==> src/rtl/lock_sequence_controller.sv <==
// Keypad code-lock sequencer: assembles CODE_LEN-digit attempts, checks them against a
// programmable stored code, and runs the unlock window, failure count, lockout and re-program flow.
module lock_sequence_controller #(
  parameter int                            DIGIT_W        = 3,
  parameter int                            CODE_LEN       = 3,
  parameter logic [DIGIT_W*CODE_LEN-1:0]   DEFAULT_CODE   = 9'b011_111_101,
  parameter int                            MAX_FAILS      = 3,
  parameter int                            UNLOCK_CYCLES  = 8,
  parameter int                            LOCKOUT_CYCLES = 16,
  parameter int                            TIMEOUT_CYCLES = 32
) (
  input  logic                                clk,
  input  logic                                reset,
  input  logic                                digit_valid,
  input  logic [DIGIT_W-1:0]                  digit,
  input  logic                                prog_req,
  output logic                                unlocked,
  output logic                                locked_out,
  output logic                                fail_pulse,
  output logic [$clog2(MAX_FAILS+1)-1:0]      fail_count,
  output logic                                prog_active,
  output logic [$clog2(CODE_LEN+1)-1:0]       entry_count
);

  localparam int CODE_W  = DIGIT_W * CODE_LEN;
  localparam int FC_W    = $clog2(MAX_FAILS + 1);
  localparam int EC_W    = $clog2(CODE_LEN + 1);
  localparam int TMR_MAX = (TIMEOUT_CYCLES > UNLOCK_CYCLES)
                         ? ((TIMEOUT_CYCLES > LOCKOUT_CYCLES) ? TIMEOUT_CYCLES : LOCKOUT_CYCLES)
                         : ((UNLOCK_CYCLES > LOCKOUT_CYCLES) ? UNLOCK_CYCLES : LOCKOUT_CYCLES);
  localparam int TMR_W   = $clog2(TMR_MAX + 1);

  typedef enum logic [2:0] {
    S_IDLE     = 3'd0,
    S_ENTRY    = 3'd1,
    S_UNLOCKED = 3'd2,
    S_PROG     = 3'd3,
    S_LOCKOUT  = 3'd4
  } state_t;

  state_t            state_q, state_d;
  logic [TMR_W-1:0]  tmr_q, tmr_d;
  logic [EC_W-1:0]   ec_q, ec_d;
  logic [FC_W-1:0]   fc_q, fc_d;
  logic              fp_q, fp_d;
  logic [CODE_W-1:0] shift_q, shift_d;
  logic [CODE_W-1:0] code_q, code_d;

  logic [CODE_W-1:0] shift_nxt;
  logic [TMR_W-1:0]  tmr_inc;
  logic [EC_W-1:0]   ec_inc;
  logic [FC_W-1:0]   fc_inc;
  logic              last_digit, timeout, fail_last;

  // One shift register serves as both the attempt buffer and the programming shadow.
  assign shift_nxt  = {shift_q[CODE_W-DIGIT_W-1:0], digit};
  assign tmr_inc    = (tmr_q == TMR_W'(TMR_MAX))   ? tmr_q : tmr_q + 1'b1;
  assign ec_inc     = (ec_q  == EC_W'(CODE_LEN))   ? ec_q  : ec_q  + 1'b1;
  assign fc_inc     = (fc_q  == FC_W'(MAX_FAILS))  ? fc_q  : fc_q  + 1'b1;
  assign last_digit = (ec_q  == EC_W'(CODE_LEN - 1));
  assign timeout    = (tmr_q == TMR_W'(TIMEOUT_CYCLES - 1));
  assign fail_last  = ((int'(fc_q) + 1) >= MAX_FAILS);

  always_comb begin
    state_d = state_q;
    tmr_d   = tmr_q;
    ec_d    = ec_q;
    fc_d    = fc_q;
    fp_d    = 1'b0;
    shift_d = shift_q;
    code_d  = code_q;
    case (state_q)
      S_IDLE: begin
        tmr_d = '0;
        ec_d  = '0;
        if (digit_valid) begin
          shift_d = shift_nxt;
          ec_d    = EC_W'(1);
          state_d = S_ENTRY;
        end
      end
      S_ENTRY: begin
        if (digit_valid) begin
          shift_d = shift_nxt;
          tmr_d   = '0;
          if (last_digit) begin
            ec_d = '0;
            if (shift_nxt == code_q) begin
              fc_d    = '0;
              state_d = S_UNLOCKED;
            end else begin
              fp_d = 1'b1;
              if (fail_last) begin
                fc_d    = FC_W'(MAX_FAILS);
                state_d = S_LOCKOUT;
              end else begin
                fc_d    = fc_inc;
                state_d = S_IDLE;
              end
            end
          end else begin
            ec_d = ec_inc;
          end
        end else if (timeout) begin
          tmr_d   = '0;
          ec_d    = '0;
          state_d = S_IDLE;
        end else begin
          tmr_d = tmr_inc;
        end
      end
      S_UNLOCKED: begin
        if (prog_req) begin
          tmr_d   = '0;
          ec_d    = '0;
          state_d = S_PROG;
        end else if (tmr_q == TMR_W'(UNLOCK_CYCLES - 1)) begin
          tmr_d   = '0;
          state_d = S_IDLE;
        end else begin
          tmr_d = tmr_inc;
        end
      end
      S_PROG: begin
        if (digit_valid) begin
          shift_d = shift_nxt;
          tmr_d   = '0;
          if (last_digit) begin
            ec_d    = '0;
            code_d  = shift_nxt;
            state_d = S_IDLE;
          end else begin
            ec_d = ec_inc;
          end
        end else if (timeout) begin
          tmr_d   = '0;
          ec_d    = '0;
          state_d = S_IDLE;
        end else begin
          tmr_d = tmr_inc;
        end
      end
      S_LOCKOUT: begin
        if (tmr_q == TMR_W'(LOCKOUT_CYCLES - 1)) begin
          tmr_d   = '0;
          fc_d    = '0;
          state_d = S_IDLE;
        end else begin
          tmr_d = tmr_inc;
        end
      end
      default: begin
        tmr_d   = '0;
        ec_d    = '0;
        state_d = S_IDLE;
      end
    endcase
  end

  always_ff @(posedge clk or negedge reset) begin
    if (!reset) begin
      state_q <= S_IDLE;
      tmr_q   <= '0;
      ec_q    <= '0;
      fc_q    <= '0;
      fp_q    <= 1'b0;
      shift_q <= '0;
      code_q  <= DEFAULT_CODE;
    end else begin
      state_q <= state_d;
      tmr_q   <= tmr_d;
      ec_q    <= ec_d;
      fc_q    <= fc_d;
      fp_q    <= fp_d;
      shift_q <= shift_d;
      code_q  <= code_d;
    end
  end

  assign unlocked    = (state_q == S_UNLOCKED);
  assign locked_out  = (state_q == S_LOCKOUT);
  assign prog_active = (state_q == S_PROG);
  assign fail_pulse  = fp_q;
  assign fail_count  = fc_q;
  assign entry_count = ec_q;

endmodule

==> config.mk <==
export PLATFORM = sky130hd
export DESIGN_NAME = lock_sequence_controller
export DESIGN_NICKNAME = d
export VERILOG_FILES = /design/src/rtl/lock_sequence_controller.sv
export SDC_FILE = /design/constraint.sdc
export NUM_CORES = 1
export LEC_CHECK = 0
export CORE_ASPECT_RATIO = 1.5
export CORE_MARGIN = 1.5
export CORE_UTILIZATION = 35
export CTS_CLUSTER_SIZE = 24
export DETAILED_ROUTE_END_ITERATION = 10
export GPL_ROUTABILITY_DRIVEN = 0
export GPL_TIMING_DRIVEN = 0
export SETUP_SLACK_MARGIN = 0.5
export SYNTH_ARGS = -nofsm -noshare
export SYNTH_HDL_FRONTEND = slang
export SYNTH_SLANG_ARGS = --single-unit
==> constraint.sdc <==
create_clock -name clk -period 3.31 [get_ports clk]
set_input_delay 0.331 -clock clk [delete_from_list [all_inputs] [get_ports clk]]
set_output_delay 0.331 -clock clk [all_outputs]
set_load 0.02 [all_outputs]
# Yosys cells after proc, flatten, opt, wreduce, memory -nomap -nowiden
# Index checks and enable logic that the tools add are counted.
[word_totals] out_inout_bits=8 wordCells=82 reg_bits=29 inputBits=7
[op_classes] order_cmp=1 add_sub_neg=4 n_reduce_logical=9 n_eq_ne=23 bitwise_logic=1 mux=37
[op_table] cell="$mux 6" n=6
[op_table] cell="$mux 3" n=11
[op_table] cell="$mux 2" n=11
[op_table] cell="$pmux 6 s3" n=1
[op_table] cell="$pmux 3 s5" n=1
[op_table] cell="$reduce_and 5->1" n=2
[op_table] cell="$eq 9x9->1" n=1
[op_table] cell="$ne 2x2->1 const B" n=4
[op_table] cell="$ne 4x4->1 const B" n=2
[op_table] cell="$pmux 2 s4" n=1
[op_table] cell="$add 6x1->6 const B" n=1
[op_table] cell="$eq 2x2->1 const B" n=3
[op_table] cell="$eq 3x2->1 const B" n=2
[op_table] cell="$eq 6x3->1 const B" n=1
[op_table] cell="$eq 6x4->1 const B" n=1
[op_table] cell="$eq 6x5->1 const B" n=1
[op_table] cell="$eq 6x6->1 const B" n=1
[op_table] cell="$ne 3x2->1 const B" n=2
[op_table] cell="$mux 1" n=5
[op_table] cell="$add 2x1->2 const B" n=2
[op_table] cell="$pmux 2 s2" n=1
[op_table] cell="$reduce_and 4->1" n=1
[op_table] cell="$add 2x1->3 const B" n=1
[op_table] cell="$eq 3x1->1 const B" n=1
[op_table] cell="12 further kinds" n=12

# Logic depth before layout (Yosys ltp)
# Gate-level depths: netlist of run 1.
[logic_depth] ltp_word=7 depth_mapped=7 depth_no_buf=6

# Least setup slack after synthesis of run 1
# Ideal clock, no wire load.
[synth_timing] path_kind="register to register" start="register tmr_q[0]" end="register tmr_q[0]" n_path_buf=0 stages_incl_launch_ff=7 arrival_ns=1.492 setup_slack_ns=1.695 setup_ns=0.123 period_less_slack_ns=1.615 required_ns=3.187 cell_sequence="dfrtp_1 > ha_1 > nand2_1 > or3b_4 > o22a_1 > a21oi_2 > nor2_1"
[synth_between] elab_chain_cells=5 word_cells_on_any_way=12 classes_between="1 x add/sub; 4 x eq/ne; 7 x mux"
[synth_rtl] element="start: declaration" line_no="42" rtl="logic [TMR_W-1:0] tmr_q, tmr_d;"
[synth_rtl] element="start signal: assignment" line_no="171" rtl="tmr_q <= tmr_d;"
[synth_rtl] element="$add 6x1->6 / $eq 6x6->1 (equally long branches)" line_no="57" rtl="assign tmr_inc = (tmr_q == TMR_W'(TMR_MAX)) ? tmr_q : tmr_q + 1'b1;"
[synth_rtl] element="$mux 6" line_no="57"
[synth_rtl] element="$mux 6, on equally long branches" line_no="104, 135, 117"
[synth_rtl] element="$mux 6, on equally long branches" line_no="125, 113"
[synth_rtl] element="$pmux 6 s3 *" line_no="72" rtl="case (state_q)"
[synth_rtl] element="named net tmr_d[0]" line_no="42"
# The timed path passes the listed nets; every way through them passes the cells marked *.
# A chain may end at the register's enable or synchronous reset.

# Final worst setup path of run 1
[layout_timing] start="register state_q[0]" end="output port locked_out"
[layout_between] elab_chain_cells=1
[layout_rtl] element="start: declaration" line_no="41" rtl="state_t state_q, state_d;"
[layout_rtl] element="start signal: assignment" line_no="170" rtl="state_q <= state_d;"
[layout_rtl] element="$eq 3x3->1" line_no="181" rtl="assign locked_out = (state_q == S_LOCKOUT);"
[layout_rtl] element="end: declaration" line_no="18" rtl="output logic locked_out,"
# No other way between the ends.

==> metrics.md, run 1 <==
| Metric | Value |
|---|---|
| Critical path required time | `2980 ps` |
| FF/Latch Area | `734 um2` |
| PostCTS Resize Cnt | `0` |
| Tightest Pin Transition | `660 ps` |
| Hold Crit Class | `input pin to asynchronous set/reset pin` |
| Vias per inst | `5.34` |
| Flop-to-flop setup slack | `1510 ps` |
| CP startpoint kind | `register` |
| CTS tree | `yes` |
| Fin. Hold Viols | `0` |
| Total GRT Usage | `0.138` |
| Die W | `56.8 um` |
| Final net count | `167` |
| Crit. End Element | `output port` |
| Commonest non-fill, non-tap cell in the layout | `dfrtp_1` |
| Vias in the first global route | `1119` |
| Dpl hpwl | `2.17 mm` |
| DR pass1 iterations | `5` |
| Via count | `1094` |
| Commonest non-fill, non-tap cells in the layout | `dfrtp_1 (22), mux2_2 (16), nand2_1 (13), clkdlybuf4s50_1 (13)` |
| Die area | `4760 um2` |
| Final setup viols | `0` |
| Lkg Pwr | `0.782 nW` |
| Peak supply drop | `0.336 mV` |
| Worst Hold Margin | `73.5 ps` |
| Synth warn | `0` |
| Root Driver | `clkbuf_8` |
| Avg Cell Area, Syn | `11.1 um2` |
| # IOs | `15` |
| Deepest clock path buffer count | `2` |
| Largest net degree at the start of global routing | `30` |
| Fin crit share | `0.733` |
| IO Port Bufs | `14` |
| Achievable Freq | `412 MHz` |
| Worst path arrival time | `2100 ps` |
| Cell variety after synth | `39` |
| Final Skew | `8.31 ps` |
| Max-slew violations | `0` |
| DRC | `0` |
| Fill cells | `398` |
| Share of layout cells above drive strength 1 | `0.233` |
| Setup TNS | `0 ps` |
| FF-to-FF path depth | `6` |
| Power density over the cells | `614 nW/um2` |
| Clock transition at path regs | `60 ps` |
| Routed wire length | `2.92 mm` |
| Syn_nets | `146` |
| Initial antenna violation count | `0` |
| First-pass GRT wire length | `5.00 mm` |
| Core Rows | `29` |
| Slew margin rel. | `0.560` |
| Post-Syn Area | `1520 um2` |
| Post-Synthesis Cells | `137` |
| Die Ht | `83.8 um` |
| Multi-input gate area | `754 um2` |
| Worst-Skew Late Latency | `290 ps` |
| Core box area | `4210 um2` |
| Largest fanout on the critical path | `10` |
| WS Path Type | `register to output port` |
| Diodes inserted | `0` |
| Run status | `complete, no violations` |
| Initial cell density of the core | `0.361` |
| Post-CTS Setup Bufs | `0` |
| Sequential share of the synthesized area | `0.483` |
| Wire per inst | `14.2 um` |
| Hold Buf Count CTS | `0` |
| Fin crit period | `2430 ps` |
| CTS H-tree depth | `2` |
| TritonCTS Buffers | `5` |
| DR iter-0 viols | `26` |
| Num Clock Sinks | `29` |
| RSZ-0062 raised after global routing | `false` |
| Final ANT Viol Nets | `0` |
| #FFs+latches synth | `29` |
| Area growth syn-to-layout | `18.0%` |
| Grt ovf | `0` |
| Maxcap violations | `0` |
-- layout make-up --
type / instances / area share
Clock inverter: 1 / 0.00279
Sequential cell: 29 / 0.409
Buffer: 2 / 0.00557
Tap cell: 46 / 0.0321
Inverter: 6 / 0.0125
Timing Repair Buffer: 14 / 0.0753
Clock buffer: 7 / 0.0425
Multi-Input combinational cell: 100 / 0.420
-- logic make-up after synthesis --
kind of cell | synth area share
buffers and inverters | 0.0214
and+or+nand+nor | 0.169
DFF | 0.483
adders and majority gates | 0.0164
xor gates and xnor gates | 0.0921
AOI/OAI and AO/OA | 0.0995
muxes | 0.118
-- metal layers --
| layer | part of all wire | global-route usage |
|---|---|---|
| met1 | 0.41 | 0.151 |
| met2 | 0.52 | 0.230 |
| met3 | 0.044 | 0.0434 |
| met4 | 0.025 | 0.0782 |
| met5 | 0 | 0 |
-- metrics by stage --
| stage | setup slack [ps] | power, W | utilization | area (um2) | instances |
|---|---|---|---|---|---|
| final | 884 | 0.00110 | 0.427 | 1800 | 205 |
| after global routing | 759 | 0.00118 | 0.427 | 1800 | 205 |
| after CTS | 882 | 0.00112 | 0.428 | 1800 | 205 |
| after detailed placement | 1190 | 0.000835 | 0.408 | 1720 | 197 |
| after global placement | 1200 | 0.000821 | 0.408 | 1720 | 197 |
| after floorplan | 1690 | 0.000716 | - | 1520 | 137 |
-- path summary, 6_finish.rpt --
kind / startpoint / endpoint
min in group clk: code_q[8]$_DFFE_PN0P_ / code_q[8]$_DFFE_PN0P_
hold / removal: reset / tmr_q[0]$_DFF_PN0_
max in group asynchronous: reset / tmr_q[5]$_DFF_PN0_
hold reg to reg: code_q[8]$_DFFE_PN0P_ / code_q[8]$_DFFE_PN0P_
setup reg to reg: tmr_q[0]$_DFF_PN0_ / tmr_q[3]$_DFF_PN0_
setup / recovery: state_q[0]$_DFFE_PN0P_ / locked_out
-- report_power, final --
group          switching [W]  internal (W)  total (W)
clock               0.000131      0.000147   0.000278
sequential         0.0000539      0.000414   0.000468
combinational       0.000191      0.000164   0.000356
-- synth_stat cells --
cell        n  area share
mux2_2     16        0.12
a21oi_1     3      0.0099
xnor2_1     8       0.046
and2_1      1      0.0041
a41oi_1     1      0.0058
inv_1       6       0.015
a21bo_2     1      0.0066
nor2b_1     2      0.0082
a211o_1     1      0.0058
nand2b_1    2      0.0082
nor4b_2     1      0.0099
a32o_1      1      0.0066
or3b_4      1      0.0074
buf_2       2      0.0066
xor2_1      8       0.046
o22a_1      1      0.0058
and3_1      2      0.0082
a221oi_1    1      0.0058
nor3_1      1      0.0033
ha_1        2       0.016
nor2_4      1      0.0074
and2b_1     2      0.0099
nand4b_1    1      0.0058
dfrtp_1    22        0.36
nor4_1      1      0.0041
o2111ai_1   1      0.0058
and4b_1     1      0.0066
o211ai_1    4       0.020
o21ai_0     3      0.0099
o41a_1      1      0.0074
nand2_1    13       0.032
nor4b_1     1      0.0058
a21oi_2     1      0.0058
nand3_1     6       0.020
o31ai_1     1      0.0049
nand3b_1    1      0.0049
dfstp_2     7        0.12
nor2_1      8       0.020
nand4_1     1      0.0041
-- flip-flops by register name, indices dropped and copies added, names as in the netlist --
name         cells
code_q           9
entry_count      2
fail_count       2
fail_pulse       1
shift_q          6
state_q          3
tmr_q            6
-- critical path, stage by stage (launching register included) --
cell	delay [ps]
dfrtp_1	350
buf_2	170
nor2_1	300
nand2_1	190
inv_1	170
clkdlybuf4s50_1	620
(Power assumes the default switching activity.)
==> inputs of run 2 (changes only) <==
Clock period 3.31 ns to 2.5 ns, I/O delays scaled along.
==> run 2 against run 1 <==
  * The flow now finishes with violations (negative hold slack)
  * Critical endpoint is now prog_active
  * Die area unchanged
  * Highest routed layer unchanged
  * Critical path type unchanged
  * Utilization decreased by 0.089 points
  * Sequential power increased by 32%
==> metrics.md, run 2 (synthesized netlist as in run 1, its figures left out) <==
| Metric | Value |
|---|---|
| TritonCTS Buffers | `5` |
| CP cell instances | `buf_2, and2b_2, and2_1, dlygate4sd2_1` |
| Post-CTS Setup Bufs | `0` |
| Fill cells | `399` |
| Final setup viols | `0` |
| Share of layout cells above drive strength 1 | `0.252` |
| Commonest non-fill, non-tap cells in the layout | `dfrtp_1 (22), mux2_2 (16), nand2_1 (13)` |
| Most flops, register | `code_q` |
| Final ANT Viol Nets | `0` |
| Routed wire length | `2.92 mm` |
| Fin crit share | `0.735` |
| Fin. Hold Viols | `10` |
| Die area | `4760 um2` |
| Fin crit period | `1840 ps` |
| Area post-placement | `1720 um2` |
| Max-slew violations | `0` |
| Area growth syn-to-layout | `17.8%` |
| Root Driver | `clkbuf_8` |
| Fin area | `1790 um2` |
| Wire per inst | `14.3 um` |
| WS Path Type | `register to output port` |
| Die Ht | `83.8 um` |
| Core box area | `4210 um2` |
| Grt ovf | `0` |
| Crit. End Element | `output port` |
| Lkg Pwr | `0.793 nW` |
| Max reg flops | `9` |
| CTS tree | `yes` |
| Critical path required time | `2250 ps` |
| Power density over the cells | `817 nW/um2` |
| DR pass1 iterations | `4` |
| DR iter-0 viols | `28` |
| Largest registers | `code_q x9, shift_q x6, tmr_q x6` |
| Multi-input gate area | `758 um2` |
| DRC | `0` |
| FF/Latch Area | `734 um2` |
| Initial cell density of the core | `0.361` |
| Peak supply drop | `0.445 mV` |
| Slowest cell on crit path | `dfrtp_1` |
| Largest fanout on the critical path | `9` |
| Setup TNS | `0 ps` |
| IO Port Bufs | `14` |
| CTS H-tree depth | `2` |
| Tightest Pin Transition | `659 ps` |
| Slew margin rel. | `0.561` |
| Final net count | `167` |
| Vias per inst | `5.34` |
| Failing checks | `negative hold slack` |
| Die W | `56.8 um` |
| Largest net degree at the start of global routing | `30` |
| Num Clock Sinks | `29` |
| Diodes inserted | `0` |
| Run status | `finished with violations` |
| Initial antenna violation count | `0` |
| First-pass GRT wire length | `5.00 mm` |
| Worst Hold Margin | `-8.09 ps` |
| Dpl hpwl | `2.17 mm` |
| Vias in the first global route | `1119` |
| Final Skew | `8.20 ps` |
| CP startpoint kind | `register` |
| Worst path arrival time | `1590 ps` |
| RSZ-0062 raised after global routing | `false` |
| Achievable Freq | `544 MHz` |
| Post-layout util | `0.426` |
| Max stage delay on crit path | `360 ps` |
| Via count | `1095` |
| Deepest clock path buffer count | `2` |
| Commonest non-fill, non-tap cell in the layout | `dfrtp_1` |
| Total GRT Usage | `0.138` |
| Maxcap violations | `0` |
| Core Rows | `29` |
| Worst-Skew Late Latency | `290 ps` |
| Hold Crit Class | `input pin to asynchronous set/reset pin` |
| # IOs | `15` |
| Clock transition at path regs | `60 ps` |
==> run 2: final timing paths <==
check                                       start                    end  slack [ps]  cells after the start
min                                         reset     tmr_q[0]$_DFF_PN0_          -8                      1
max                        state_q[2]$_DFFE_PN0P_            prog_active         660                      4
max in group asynchronous                   reset     tmr_q[5]$_DFF_PN0_        2080                      1
min in group clk            code_q[8]$_DFFE_PN0P_  code_q[8]$_DFFE_PN0P_         520                      1
max reg2reg                    tmr_q[0]$_DFF_PN0_     tmr_q[3]$_DFF_PN0_         700                      6
min reg2reg                 code_q[8]$_DFFE_PN0P_  code_q[8]$_DFFE_PN0P_         520                      1
==> run 2: metal layers <==
metal  wire (um)  global-route usage
met1        1200               0.151
met2        1520               0.230
met3         134              0.0434
met4          74              0.0782
met5           0                   0
==> run 2: cell type report <==
class | instances | share of cell area
Buffer | 2 | 0.00559
Timing Repair Buffer | 14 | 0.0712
Tap cell | 46 | 0.0321
Multi-Input combinational cell | 100 | 0.423
Sequential cell | 29 | 0.410
Clock inverter | 1 | 0.00279
Clock buffer | 7 | 0.0426
Inverter | 6 | 0.0126
==> run 2: critical path: cells and delay by family (launching register included) <==
| family | cells | cell delay [ps] |
|---|---|---|
| buffers and inverters | 2 | 500 |
| flip-flops | 1 | 360 |
| AND/OR/NAND/NOR | 2 | 440 |
==> run 2: per-stage QoR <==
step / cells / setup WS, ps / power (W)
CTS: 205 / 532 / 0.00148
detailed placement: 197 / 463 / 0.00111
global route: 205 / 577 / 0.00156
global placement: 197 / 471 / 0.00109
finish: 205 / 662 / 0.00146
floorplan: 137 / 885 / 0.000948
==> run 2: power by group <==
part,leakage [nW],internal (W),switching [W],total [W]
Clock,0.0422,0.000195,0.000174,0.000368
Sequential,0.352,0.000548,0.0000715,0.000620
Combinational,0.398,0.000220,0.000255,0.000475
Total,0.793,0.000963,0.000500,0.00146
==> run 2: what timing repair did <==
| item | in CTS | in global routing |
|---|---|---|
| pin swaps | 0 | 0 |
| gates resized for setup | 5 | 2 |
| setup endpoints to repair | 3 | 1 |
| hold buffers | 0 | 0 |
==> inputs of run 3 (changes only) <==
Clock period 2.5 ns to 1.9 ns, I/O delays scaled along.
==> run 3 against run 2 <==
  * Sequential share of layout area decreased by 6.4 points
  * Clock power is 35% higher
  * Utilization rose by 8.3 points
  * Hold slack improved by 410 ps
  * Critical path type is now register to register
  * Combinational power rose by 86%
  * Highest routed layer unchanged
  * Worst setup slack worse by 390 ps
  * Power increased by 51%
  * Largest power group is now combinational cells
  * The run now ends clean
  * First-iteration DRC count is 36% higher
==> metrics.md, run 3 (synthesized netlist as in run 1, its figures left out) <==
| Metric | Value |
|---|---|
| Initial antenna violation count | `0` |
| Crit. End Element | `register` |
| Final Skew | `5.71 ps` |
| Routed wire length | `3.32 mm` |
| Die W | `56.8 um` |
| Fin crit share | `0.857` |
| Vias in the first global route | `1219` |
| RSZ-0062 raised after global routing | `true` |
| Commonest non-fill, non-tap cell in the layout | `dfrtp_1` |
| WS Path Type | `register to register` |
| Final ANT Viol Nets | `0` |
| Lkg Pwr | `0.950 nW` |
| Run status | `complete, no violations` |
| Largest fanout on the critical path | `6` |
| Peak supply drop | `0.608 mV` |
| First-pass GRT wire length | `5.38 mm` |
| DR WL met2 | `1.92 mm` |
| Fill cells | `382` |
| Max-slew violations | `0` |
| CP startpoint kind | `register` |
| Hold Crit Class | `input pin to register` |
| Root Driver | `clkbuf_8` |
| Sw Share | `0.351` |
| Worst path arrival time | `1800 ps` |
| Met1 WL | `1.24 mm` |
| IO Port Bufs | `14` |
| Tightest Pin Transition | `632 ps` |
| Via count | `1178` |
| Routed met3 length | `102 um` |
| Largest net degree at the start of global routing | `30` |
| Critical path required time | `2080 ps` |
| DR pass1 iterations | `4` |
| Internal | `0.00144 W` |
| Wire per inst | `14.7 um` |
| Final setup viols | `0` |
| Core box area | `4210 um2` |
| Largest registers | `code_q x9, shift_q x6, tmr_q x6` |
| # IOs | `15` |
| Top Layer Used | `met4` |
| Diodes inserted | `0` |
| Clk pwr share | `0.225` |
| Commonest non-fill, non-tap cells in the layout | `dfrtp_1 (17), buf_4 (15), nand2_1 (9), mux2_4 (9)` |
| Fin crit period | `1630 ps` |
| Share of layout cells above drive strength 1 | `0.472` |
| Initial cell density of the core | `0.361` |
| Max reg flops | `9` |
| Die Ht | `83.8 um` |
| Clock transition at path regs | `70 ps` |
| Area post-placement | `1770 um2` |
| Power density over the cells | `1030 nW/um2` |
| Vias per inst | `5.21` |
| Die area | `4760 um2` |
| Area growth syn-to-layout | `40.6%` |
| CTS tree | `yes` |
| Net Switching | `0.000776 W` |
| Fin area | `2140 um2` |
| DRC | `0` |
| Slew margin rel. | `0.579` |
| Finished Layout Cells | `226` |
| TritonCTS Buffers | `5` |
| Placed cells | `197` |
| Num Clock Sinks | `29` |
| Total GRT Usage | `0.145` |
| CTS H-tree depth | `2` |
| Most flops, register | `code_q` |
| Fin. Hold Viols | `0` |
| Maxcap violations | `0` |
| Combinational share of power | `0.400` |
| Grt ovf | `0` |
| Dpl hpwl | `2.14 mm` |
| Deepest clock path buffer count | `2` |
| Worst-Skew Late Latency | `290 ps` |
| Core Rows | `29` |
| Achievable Freq | `614 MHz` |
| Final net count | `188` |
| DR iter-0 viols | `38` |
| Sequential power share | `0.375` |
run 3: cell types whose count changed in the layout (fill, tap and decap cells not counted), moves of 3 or more:
cell	before	now
buf_4	0	15
buf_6	0	8
clkdlybuf4s50_1	10	4
dfrtp_1	22	17
dfrtp_2	0	5
dlygate4sd2_1	2	5
mux2_2	16	7
mux2_4	0	9
nand2_1	13	9
run 3: stage by stage:
stage | setup slack, ps | hold slack, ps | power, W | util | setup TNS (ps)
floorplan | 328 | -106 | 0.00127 | - | 0
global placement | -20.7 | 517 | 0.00146 | 0.421 | -20.7
detailed placement | -1.94 | 521 | 0.00148 | 0.421 | -1.94
CTS | 246 | 358 | 0.00214 | 0.482 | 0
global route | 234 | 417 | 0.00234 | 0.508 | 0
finish | 272 | 400 | 0.00221 | 0.508 | 0
run 3: final cells by class:
class | instances | area, um2 | area share
Multi-Input combinational cell | 100 | 893 | 0.418
Inverter | 6 | 22.5 | 0.0105
Clock inverter | 3 | 17.5 | 0.00819
Timing Repair Buffer | 35 | 317 | 0.148
Sequential cell | 29 | 741 | 0.346
Tap cell | 46 | 57.6 | 0.0269
Buffer | 2 | 22.5 | 0.0105
Clock buffer | 5 | 68.8 | 0.0322
run 3: routing by layer:
metal	global-route usage	up-vias
met3	0.0372	6
met5	0	-
met2	0.252	15
met4	0.0698	0
li1	-	567
met1	0.161	590
run 3: power by group through the flow:
stage          logic (W)  registers (W)  clock network (W)
2_1_floorplan   0.000419       0.000855                  0
3_3_place_gp    0.000627       0.000829                  0
3_5_place_dp    0.000639       0.000837                  0
4_1_cts         0.000805       0.000831           0.000506
5_1_grt         0.000958       0.000846           0.000536
6_report        0.000885       0.000830           0.000498
run 3: worst paths after layout:
kind                                              from                    endpoint  slack [ps]  depth (start not counted)
worst min register to register   code_q[8]$_DFFE_PN0P_       code_q[8]$_DFFE_PN0P_         530                          1
worst max-delay path            state_q[0]$_DFFE_PN0P_  entry_count[1]$_DFFE_PN0P_         270                          6
worst min-delay path                       digit_valid  entry_count[1]$_DFFE_PN0P_         400                          2
min in group asynchronous                        reset          tmr_q[4]$_DFF_PN0_         450                          2
worst max register to register  state_q[0]$_DFFE_PN0P_  entry_count[1]$_DFFE_PN0P_         270                          6
max in group asynchronous                        reset          tmr_q[3]$_DFF_PN0_         990                          2
run 3: critical path: stages, from the launching register on:
cell	delay, ps
dfrtp_1	370
buf_6	130
and2b_2	220
buf_6	120
buf_4	140
a211o_1	320
a32o_1	220
run 3: timing repair:
item	in CTS	in global routing
setup endpoints to repair	59	32
setup buffers	14	6
resized for setup	37	16
hold endpoints to repair	0	22
hold buffers	0	1
pin swaps	8	4
